### src/rtl/lane_array_scanner_pkg.sv
// Shared types and helpers for the lane array scanner: FSM encoding,
// a width-safe clog2 and the array coordinate record.
package lane_array_pkg;

  typedef enum logic [1:0] {
    ST_IDLE    = 2'd0,
    ST_LOAD    = 2'd1,
    ST_PRESENT = 2'd2,
    ST_FIN     = 2'd3
  } state_e;

  localparam int COORD_W = 16;

  typedef struct packed {
    logic [COORD_W-1:0] row;
    logic [COORD_W-1:0] col;
  } coord_t;

  // A single-entry dimension still needs a 1-bit port.
  function automatic int clog2_min1(input int v);
    return (v <= 2) ? 1 : $clog2(v);
  endfunction

endpackage

### src/rtl/lane_array_scanner_if.sv
// Increment request and scan-stream signals of the lane array scanner.
interface lane_array_scanner_if #(
  parameter int ROWS  = 3,
  parameter int COLS  = 2,
  parameter int WIDTH = 16
);
  localparam int RW = lane_array_pkg::clog2_min1(ROWS);
  localparam int CW = lane_array_pkg::clog2_min1(COLS);

  logic             start;
  logic             inc_valid;
  logic [RW-1:0]    inc_row;
  logic [CW-1:0]    inc_col;
  logic [WIDTH-1:0] inc_data;
  logic             inc_err;
  logic             out_valid;
  logic             out_ready;
  logic [RW-1:0]    out_row;
  logic [CW-1:0]    out_col;
  logic [WIDTH-1:0] out_data;
  logic             out_last;
  logic             busy;
  logic             done;

  modport master (
    output start, inc_valid, inc_row, inc_col, inc_data, out_ready,
    input  inc_err, out_valid, out_row, out_col, out_data, out_last, busy, done
  );

  modport slave (
    input  start, inc_valid, inc_row, inc_col, inc_data, out_ready,
    output inc_err, out_valid, out_row, out_col, out_data, out_last, busy, done
  );

endinterface

### src/rtl/lane_array_scanner_cell.sv
// One array element: an accumulator that wraps modulo 2^WIDTH and resets
// to its own identity value INIT.
module lane_cell #(
  parameter int               WIDTH = 16,
  parameter logic [WIDTH-1:0] INIT  = '0
) (
  input  logic             clk,
  input  logic             rst,
  input  logic             add_en,
  input  logic [WIDTH-1:0] add_val,
  output logic [WIDTH-1:0] val
);

  logic [WIDTH-1:0] r_val;

  always_ff @(posedge clk) begin
    if (rst)
      r_val <= INIT;
    else if (add_en)
      r_val <= r_val + add_val;
  end

  assign val = r_val;

endmodule

### src/rtl/lane_array_scanner.sv
// ROWS x COLS array of accumulators with addressed increments and a
// row-major scan engine presenting snapshots on a valid/ready stream.
module lane_array_scanner #(
  parameter int ROWS  = 3,
  parameter int COLS  = 2,
  parameter int WIDTH = 16
) (
  input logic                clk,
  input logic                rst,
  lane_array_scanner_if.slave bus
);
  import lane_array_pkg::*;

  localparam int RW = clog2_min1(ROWS);
  localparam int CW = clog2_min1(COLS);

  logic             w_inc_ok;
  logic             w_inc_hit;
  logic             w_scan_last;
  logic [WIDTH-1:0] w_sel_val;
  logic             w_add_en [ROWS][COLS];
  logic [WIDTH-1:0] w_val    [ROWS][COLS];

  state_e           r_state;
  logic [RW-1:0]    r_row;
  logic [CW-1:0]    r_col;
  logic [RW-1:0]    r_out_row;
  logic [CW-1:0]    r_out_col;
  logic [WIDTH-1:0] r_out_data;
  logic             r_out_last;
  logic             r_inc_err;

  assign w_inc_ok = bus.inc_valid
                  && ({1'b0, bus.inc_row} < (RW+1)'(ROWS))
                  && ({1'b0, bus.inc_col} < (CW+1)'(COLS));

  // Increment landing on the cell being loaded this cycle (write-first).
  assign w_inc_hit = w_inc_ok && (bus.inc_row == r_row) && (bus.inc_col == r_col);

  assign w_scan_last = (r_row == RW'(ROWS-1)) && (r_col == CW'(COLS-1));

  for (genvar gr = 0; gr < ROWS; gr++) begin : g_row
    for (genvar gc = 0; gc < COLS; gc++) begin : g_col
      assign w_add_en[gr][gc] = w_inc_ok
                              && (bus.inc_row == RW'(gr))
                              && (bus.inc_col == CW'(gc));
      lane_cell #(
        .WIDTH (WIDTH),
        .INIT  (WIDTH'(gr*COLS + gc))
      ) u_cell (
        .clk     (clk),
        .rst     (rst),
        .add_en  (w_add_en[gr][gc]),
        .add_val (bus.inc_data),
        .val     (w_val[gr][gc])
      );
    end
  end

  always_comb begin
    w_sel_val = '0;
    for (int r = 0; r < ROWS; r++)
      for (int c = 0; c < COLS; c++)
        if (r_row == RW'(r) && r_col == CW'(c))
          w_sel_val = w_val[r][c];
  end

  always_ff @(posedge clk) begin
    if (rst) begin
      r_state    <= ST_IDLE;
      r_row      <= '0;
      r_col      <= '0;
      r_out_row  <= '0;
      r_out_col  <= '0;
      r_out_data <= '0;
      r_out_last <= 1'b0;
      r_inc_err  <= 1'b0;
    end else begin
      r_inc_err <= bus.inc_valid && !w_inc_ok;
      case (r_state)
        ST_IDLE: begin
          if (bus.start) begin
            r_row   <= '0;
            r_col   <= '0;
            r_state <= ST_LOAD;
          end
        end
        ST_LOAD: begin
          r_out_row  <= r_row;
          r_out_col  <= r_col;
          r_out_last <= w_scan_last;
          r_out_data <= w_sel_val + (w_inc_hit ? bus.inc_data : '0);
          r_state    <= ST_PRESENT;
        end
        ST_PRESENT: begin
          if (bus.out_ready) begin
            if (w_scan_last) begin
              r_state <= ST_FIN;
            end else begin
              if (r_col == CW'(COLS-1)) begin
                r_col <= '0;
                r_row <= r_row + RW'(1);
              end else begin
                r_col <= r_col + CW'(1);
              end
              r_state <= ST_LOAD;
            end
          end
        end
        ST_FIN:  r_state <= ST_IDLE;
        default: r_state <= ST_IDLE;
      endcase
    end
  end

  assign bus.out_valid = (r_state == ST_PRESENT);
  assign bus.busy      = (r_state != ST_IDLE);
  assign bus.done      = (r_state == ST_FIN);
  assign bus.out_row   = r_out_row;
  assign bus.out_col   = r_out_col;
  assign bus.out_data  = r_out_data;
  assign bus.out_last  = r_out_last;
  assign bus.inc_err   = r_inc_err;

endmodule

### src/flat_wrapper.sv
// flat-port wrapper written by rule: the top's interface ports become plain ports
module lane_array_scanner_flat import lane_array_pkg::*;
#(
  parameter int ROWS  = 3,
  parameter int COLS  = 2,
  parameter int WIDTH = 16
)
  (clk, rst, bus_start, bus_inc_valid, bus_inc_row, bus_inc_col, bus_inc_data, bus_out_ready, bus_inc_err, bus_out_valid, bus_out_row, bus_out_col, bus_out_data, bus_out_last, bus_busy, bus_done);
  lane_array_scanner_if #(.ROWS(ROWS), .COLS(COLS), .WIDTH(WIDTH)) bus_i ();
  input logic clk;
  input logic rst;
  input wire logic [$bits(bus_i.start)-1:0] bus_start;
  input wire logic [$bits(bus_i.inc_valid)-1:0] bus_inc_valid;
  input wire logic [$bits(bus_i.inc_row)-1:0] bus_inc_row;
  input wire logic [$bits(bus_i.inc_col)-1:0] bus_inc_col;
  input wire logic [$bits(bus_i.inc_data)-1:0] bus_inc_data;
  input wire logic [$bits(bus_i.out_ready)-1:0] bus_out_ready;
  output wire logic [$bits(bus_i.inc_err)-1:0] bus_inc_err;
  output wire logic [$bits(bus_i.out_valid)-1:0] bus_out_valid;
  output wire logic [$bits(bus_i.out_row)-1:0] bus_out_row;
  output wire logic [$bits(bus_i.out_col)-1:0] bus_out_col;
  output wire logic [$bits(bus_i.out_data)-1:0] bus_out_data;
  output wire logic [$bits(bus_i.out_last)-1:0] bus_out_last;
  output wire logic [$bits(bus_i.busy)-1:0] bus_busy;
  output wire logic [$bits(bus_i.done)-1:0] bus_done;
  assign bus_i.start = bus_start;
  assign bus_i.inc_valid = bus_inc_valid;
  assign bus_i.inc_row = bus_inc_row;
  assign bus_i.inc_col = bus_inc_col;
  assign bus_i.inc_data = bus_inc_data;
  assign bus_i.out_ready = bus_out_ready;
  assign bus_inc_err = bus_i.inc_err;
  assign bus_out_valid = bus_i.out_valid;
  assign bus_out_row = bus_i.out_row;
  assign bus_out_col = bus_i.out_col;
  assign bus_out_data = bus_i.out_data;
  assign bus_out_last = bus_i.out_last;
  assign bus_busy = bus_i.busy;
  assign bus_done = bus_i.done;
  lane_array_scanner #(.ROWS(ROWS), .COLS(COLS), .WIDTH(WIDTH)) u_core (.clk(clk), .rst(rst), .bus(bus_i));
endmodule
### config.mk
export PLATFORM = sky130hd
export DESIGN_NAME = lane_array_scanner_flat
export DESIGN_NICKNAME = d
export VERILOG_FILES = /design/src/rtl/lane_array_scanner_pkg.sv /design/src/rtl/lane_array_scanner_if.sv /design/src/rtl/lane_array_scanner_cell.sv /design/src/rtl/lane_array_scanner.sv /design/src/flat_wrapper.sv
export SDC_FILE = /design/constraint.sdc
export NUM_CORES = 1
export LEC_CHECK = 0
export BUFFER_PORTS_ARGS = -buffer_cell sky130_fd_sc_hd__buf_2
export CAP_MARGIN = 20
export CORE_ASPECT_RATIO = 1.5
export CORE_MARGIN = 3
export CORE_UTILIZATION = 56
export DETAILED_ROUTE_END_ITERATION = 10
export GPL_TIMING_DRIVEN = 0
export MAX_ROUTING_LAYER = met4
export PLACE_DENSITY = 0.74
export SYNTH_ARGS = -nofsm -noshare
export SYNTH_HDL_FRONTEND = slang
export SYNTH_SLANG_ARGS = --single-unit
### constraint.sdc
create_clock -name clk -period 4.9 [get_ports clk]
set_clock_uncertainty 0.15 [all_clocks]
set_input_delay 0.49 -clock clk [delete_from_list [all_inputs] [get_ports clk]]
set_output_delay 0.49 -clock clk [all_outputs]
set_load 0.005 [all_outputs]
==> flow_summary.toml, run 1 <==
[floorplan]
die-area_mm2 = 0.0196
start_util_pct = 57.4
fp.dieW_um = 115
rows = 59
pin_count = 48
fp.dieH_um = 170
coreArea_mm2 = 0.0175

[clocking]
cts.reportedPaths.clkPinSlew_ns = 0.06
cts_resized = 0
ctsHoldBuffers = 0
cts_tree = "done"
cts.sink_count = 122
htree_num_levels = 4
clockBufferDepth = 2
cts-buffers-inserted = 17
clk_latency_ns = 0.44
cts_root_buffer = "clkbuf_16"
cts_setup_buffers = 0

[global_route]
grt_pass1_wl_um = 53000
grt_overflow = 0
first_global_vias = 9933
antenna_found_initial = 1
grt_max_degree = 17
grt_util_all_layers_pct = 36.4

[synth]
syn_nets = 1451
ys_warn_count = 0
ys_types = 66
synth_edf_count = 0
synth-async-reset-ratio_pct = 0
ys_seq_elements = 122
syn_area_mm2 = 0.0100
synth_cells = 1312
seq_area_frac_synth_pct = 24.3
synth_area_per_cell_um2 = 7.65
synth-main-ff-cell = "dfxtp_1"

[cells_and_area]
syn_to_final_growth_pct = 11.4
drive_gt1_share_pct = 8.21
layout_commonest_cell = "nand2_1"
mostFrequentLayoutCells = "nand2_1, a21oi_1, dfxtp_1"
fin_area_mm2 = 0.0112
post-route-util_pct = 63.9
nets = 1514

[run]
cap_violations = 0

[power_and_ir_drop]
power_w = 0.00299
ir_drop_uv = 184
p_leak_nw = 4.80
p_per_area_mw_per_mm2 = 267

[route]
drt_iter0_markers = 764
ant_nets = 0
drt-wirelength-per-cell_um = 21.5
viasPerCell = 6.39
detail_route.first_pass.iterations = 5
vias = 10200
drc = 0
routed_wl_um = 34400

[critical_path]
crit_path_max_incr_delay_ns = 0.48
endpoint = "u_core.bus.out_data[15]$_SDFFE_PP0N_"
criticalPathCategory = "flip-flop to flip-flop"
crit_family = "buffers and inverters"
r2r.worst_path.cells = 14
cp_num_cells = 14
critPathLaunchType = "flip-flop"
worst_ep_required_time_ns = 5.03
reg2reg_to = "u_core.bus.out_data[15]$_SDFFE_PP0N_"
crit_path_frequent_cell = "a21oi_1"
startpoint = "u_core.r_col$_SDFFE_PP0P_"
critical_path_buf_inv_count = 3
r2r-start = "u_core.r_col$_SDFFE_PP0P_"
cpMaxStageDelayCell = "clkbuf_1"
crit_path_max_fanout = 10
critical_path.endpoint_type = "flip-flop"
crit_chain = "clkbuf_1 -> clkbuf_2 -> buf_2 -> mux2i_1 -> nor2_1 -> a211oi_1 -> a21oi_1 -> ha_1 -> or4_1 -> o21a_2 -> a2111oi_2 -> xnor3_1 -> nand2_1 -> a21oi_1"
worstPathArrival_ns = 4.71
r2r_slack_ns = 0.33

[sta]
min_period_ns = 4.57
fmax_mhz = 219
fin_setup_tns_ns = 0
hold_viol_final = 0
final_max_slew_viol_count = 0
worst_pin_slew_ns = 1.15
max-slew-margin-rel_pct = 23.2
holdWs_ns = 0.216
rsz0062_at_grt = "false"
finalSetupViolCount = 0
min_period_over_period_pct = 93.3

[status]
status = "completed"

[place]
dp.final_hpwl_um = 25800
place_congestion = 1.01
placed_area_mm2 = 0.0105
io_buffers = 44

[worst_hold_path]
hold_class = "input pin to flip-flop"
-- flip-flops by register name (all words and copies together), names as in the netlist, 2 cells and up --
register and count:
u_core.r_state 2, u_core.r_row 2, u_core.g_row.g_col.u_cell.val 96, u_core.bus.out_row 2, u_core.bus.out_data 16
-- final cells by class --
cell class                      instances  area, um2
Fill cell                            1629       6310
Multi-Input combinational cell       1084       7190
Timing Repair Buffer                   44        220
Buffer                                 63        245
Tap cell                              213        267
Clock inverter                         12        195
Inverter                               43        161
Clock buffer                           20        457
Antenna cell                            1       2.50
Sequential cell                       122       2440
-- logic make-up (layout without fill, tap and decap cells) --
logic type / count (synthesis) / in the layout / synth area share, %
simple gates: 458 / 458 / 21.9
compound gates: 419 / 419 / 26.1
flops: 122 / 122 / 24.3
fa+ha+maj: 115 / 115 / 14.9
buf+inv: 106 / 182 / 4.00
xor+xnor: 55 / 55 / 4.94
mux: 37 / 37 / 3.90
other cells: 0 / 1 / 0
-- where the power goes --
part,leakage [nW],total (W),internal [W],switching [W]
combinational,3.51,0.000515,0.000184,0.000331
clock,0.308,0.00143,0.000926,0.000501
sequential,0.988,0.00104,0.00102,0.0000240
-- how the worst min path moves through the flow --
stage,end,cells after the start,slack [ns],from
6_report,u_core.r_state[0]$_SDFFE_PP0P_,3,0.22,bus_start
5_1_grt,u_core.r_state[1]$_SDFFE_PP0P_,4,0.26,bus_out_ready
4_1_cts,u_core.r_state[1]$_SDFFE_PP0P_,4,0.22,bus_out_ready
3_5_place_dp,u_core.bus.out_data[5]$_SDFFE_PP0N_,2,0.29,u_core.bus.out_data[5]$_SDFFE_PP0N_
3_3_place_gp,u_core.bus.out_data[13]$_SDFFE_PP0N_,2,0.29,u_core.bus.out_data[13]$_SDFFE_PP0N_
2_1_floorplan,u_core.g_row[0].g_col[1].u_cell.val[3]$_SDFFE_PP0P_,2,0.30,u_core.g_row[0].g_col[1].u_cell.val[3]$_SDFFE_PP0P_
-- Yosys cell counts, types with 8 or more instances --
master / count / area (um2)
o211ai_1: 8 / 60.1
xnor2_1: 35 / 307
nand3_1: 47 / 235
clkbuf_1: 52 / 195
and3_1: 18 / 113
nor3_1: 21 / 105
mux2_2: 17 / 191
nand2b_1: 16 / 100
o21ai_0: 67 / 335
a31oi_1: 18 / 113
nor2b_1: 18 / 113
o22ai_1: 11 / 68.8
o21a_1: 22 / 165
or4_1: 11 / 82.6
mux2i_1: 20 / 200
nand2_1: 179 / 672
nand4_1: 16 / 100
nor2_1: 74 / 278
ha_1: 108 / 1350
o21bai_1: 13 / 97.6
a21o_1: 29 / 218
dfxtp_1: 122 / 2440
a211oi_1: 30 / 225
and2_1: 23 / 144
o31ai_1: 9 / 67.6
a21oi_1: 164 / 821
buf_1: 8 / 30.0
xor2_1: 19 / 166
inv_1: 43 / 161
-- stage by stage --
stage,std cells,setup slack [ns]
after CTS,1601,0.0407
after detailed placement,1569,0.0683
after global routing,1602,0.0880
after global placement,1569,0.0956
after floorplan,1312,1.12
final,1602,0.327
-- tightest hold or removal path, delay by kind of cell --
family | cells | cell delay (ns)
muxes | 1 | 0.07
and+or+nand+nor | 1 | 0.12
buffers and inverters | 1 | 0.08
-- per-layer routing --
metal	track usage (%)	vias to the layer above	part of all wire, %
met5	-	-	0
met4	22.6	0	7.0
met3	6.58	133	7.5
met2	59.1	464	47
met1	41.0	4709	39
li1	-	4929	-
Note: power is estimated with default switching activity, not from simulation.
==> run 2: changes to the inputs <==
==> constraint.sdc (replaced) <==
create_clock -name clk -period 5.25 [get_ports clk]
set_clock_uncertainty 0.15 [all_clocks]
set_input_delay 0.525 -clock clk [delete_from_list [all_inputs] [get_ports clk]]
set_output_delay 0.525 -clock clk [all_outputs]
set_load 0.005 [all_outputs]
==> run 2 against run 1 <==
Compared with the run above: final cell count unchanged; critical path type unchanged; critical endpoint is now u_core.bus.out_data[10]$_SDFFE_PP0N_; total power decreased by 6.9%; sequential share of layout area about the same.
==> flow_summary.toml, run 2 (synthesis gave the netlist of run 1 again) <==
[status]
status = "completed"

[sta]
fin_setup_tns_ns = 0
fmax_mhz = 203
max-slew-margin-rel_pct = 20.7
fin_ws_ns = 0.333
min_period_over_period_pct = 93.7
finalSetupViolCount = 0
hold_viol_final = 0
min_period_ns = 4.92
worst_pin_slew_ns = 1.19
final_max_slew_viol_count = 0
rsz0062_at_grt = "false"

[place]
io_buffers = 44
place_congestion = 1.01
dp_cells = 1569
placed_area_mm2 = 0.0105
dp.final_hpwl_um = 25800
post-place-ws_ns = 0.418

[critical_path]
critical_path.endpoint_type = "flip-flop"
worstPathArrival_ns = 5.14
critPathLaunchType = "flip-flop"
worst_ep_required_time_ns = 5.48
crit_path_max_fanout = 10
criticalPathCategory = "flip-flop to flip-flop"

[floorplan]
pin_count = 48
fp.dieH_um = 170
coreArea_mm2 = 0.0175
fp.dieW_um = 115
rows = 59
die-area_mm2 = 0.0196
start_util_pct = 57.4

[route]
drt-wirelength-per-cell_um = 21.4
ant_nets = 0
detail_route.first_pass.iterations = 8
drt_iter0_markers = 764
viasPerCell = 6.38
routed_wl_um = 34300
drc = 0
vias = 10200

[cells_and_area]
layout_commonest_cell = "nand2_1"
largest_reg_flops = 96
drive_gt1_share_pct = 7.93
mostFrequentLayoutCells = "nand2_1, a21oi_1, dfxtp_1"
post-route-util_pct = 63.9
fin_area_mm2 = 0.0112
stdcell_count = 1602
nets = 1514
fillerInstances = 1632
syn_to_final_growth_pct = 11.4

[power_and_ir_drop]
p_leak_nw = 4.79
p_per_area_mw_per_mm2 = 249
ir_drop_uv = 171

[clocking]
cts.sink_count = 122
cts_resized = 0
cts_root_buffer = "clkbuf_16"
clk_latency_ns = 0.43
cts_setup_buffers = 0
htree_num_levels = 4
ctsHoldBuffers = 0
clockBufferDepth = 2
cts-buffers-inserted = 17
cts.reportedPaths.clkPinSlew_ns = 0.06
cts_tree = "done"

[global_route]
grt_overflow = 0
antenna_found_initial = 1
grt_util_all_layers_pct = 36.4
grt_max_degree = 17
first_global_vias = 9933
grt_pass1_wl_um = 53000

[run]
cap_violations = 0

[worst_hold_path]
hold_class = "input pin to flip-flop"
[run 2: changes by cell type in the layout (fill, tap and decap cells not counted)]
cell / delta
clkbuf_2: -4
clkbuf_1: +3
buf_1: +1
[run 2: layout make-up]
class / count / area [um2] / area share [%]
Buffer: 63 / 240 / 2.15
Multi-Input combinational cell: 1084 / 7190 / 64.4
Sequential cell: 122 / 2440 / 21.8
Antenna cell: 1 / 2.50 / 0.0224
Clock inverter: 12 / 195 / 1.75
Timing Repair Buffer: 44 / 220 / 1.97
Inverter: 43 / 161 / 1.44
Clock buffer: 20 / 457 / 4.09
Tap cell: 213 / 267 / 2.38
[run 2: where the power goes]
group	switching [W]	total, W	internal (W)
combinational	0.000309	0.000481	0.000172
sequential	0.0000224	0.000974	0.000951
clock	0.000462	0.00133	0.000864
[run 2: worst max-delay path, cell delays in order, from the launching register on]
cell and delay, ns:
dfxtp_1 0.31, clkbuf_1 0.49, clkbuf_1 0.63, buf_1 0.61, mux2i_1 0.21, a21oi_1 0.26, ha_1 0.26, inv_1 0.08
fa_1 0.44, nand2b_1 0.19, a21oi_1 0.25, o211ai_1 0.22, nand2_1 0.14, a21boi_0 0.11, or4_1 0.41, nand3_1 0.08
[run 2: final timing paths]
kind	slack [ns]	end	startpoint	cells after the start
worst min register to register	0.30	u_core.bus.out_data[13]$_SDFFE_PP0N_	u_core.bus.out_data[13]$_SDFFE_PP0N_	2
worst min-delay path	0.25	u_core.r_state[0]$_SDFFE_PP0P_	bus_start	3
worst max-delay path	0.33	u_core.bus.out_data[10]$_SDFFE_PP0N_	u_core.r_col$_SDFFE_PP0P_	15
worst max register to register	0.33	u_core.bus.out_data[10]$_SDFFE_PP0N_	u_core.r_col$_SDFFE_PP0P_	15
[run 2: through the flow]
step | power (W) | hold slack, ns
2_1_floorplan | 0.00131 | 0.295
3_3_place_gp | 0.00145 | 0.288
3_5_place_dp | 0.00146 | 0.291
4_1_cts | 0.00277 | 0.251
5_1_grt | 0.00287 | 0.293
6_report | 0.00278 | 0.252
[run 2: metal layers]
layer  wire, um  GRT usage, %  up-vias
met5          0             -        -
met4       2390          22.6        0
met3       2660          6.58      129
met2      16100          59.1      455
met1      13200          41.0     4706
li1           -             -     4926
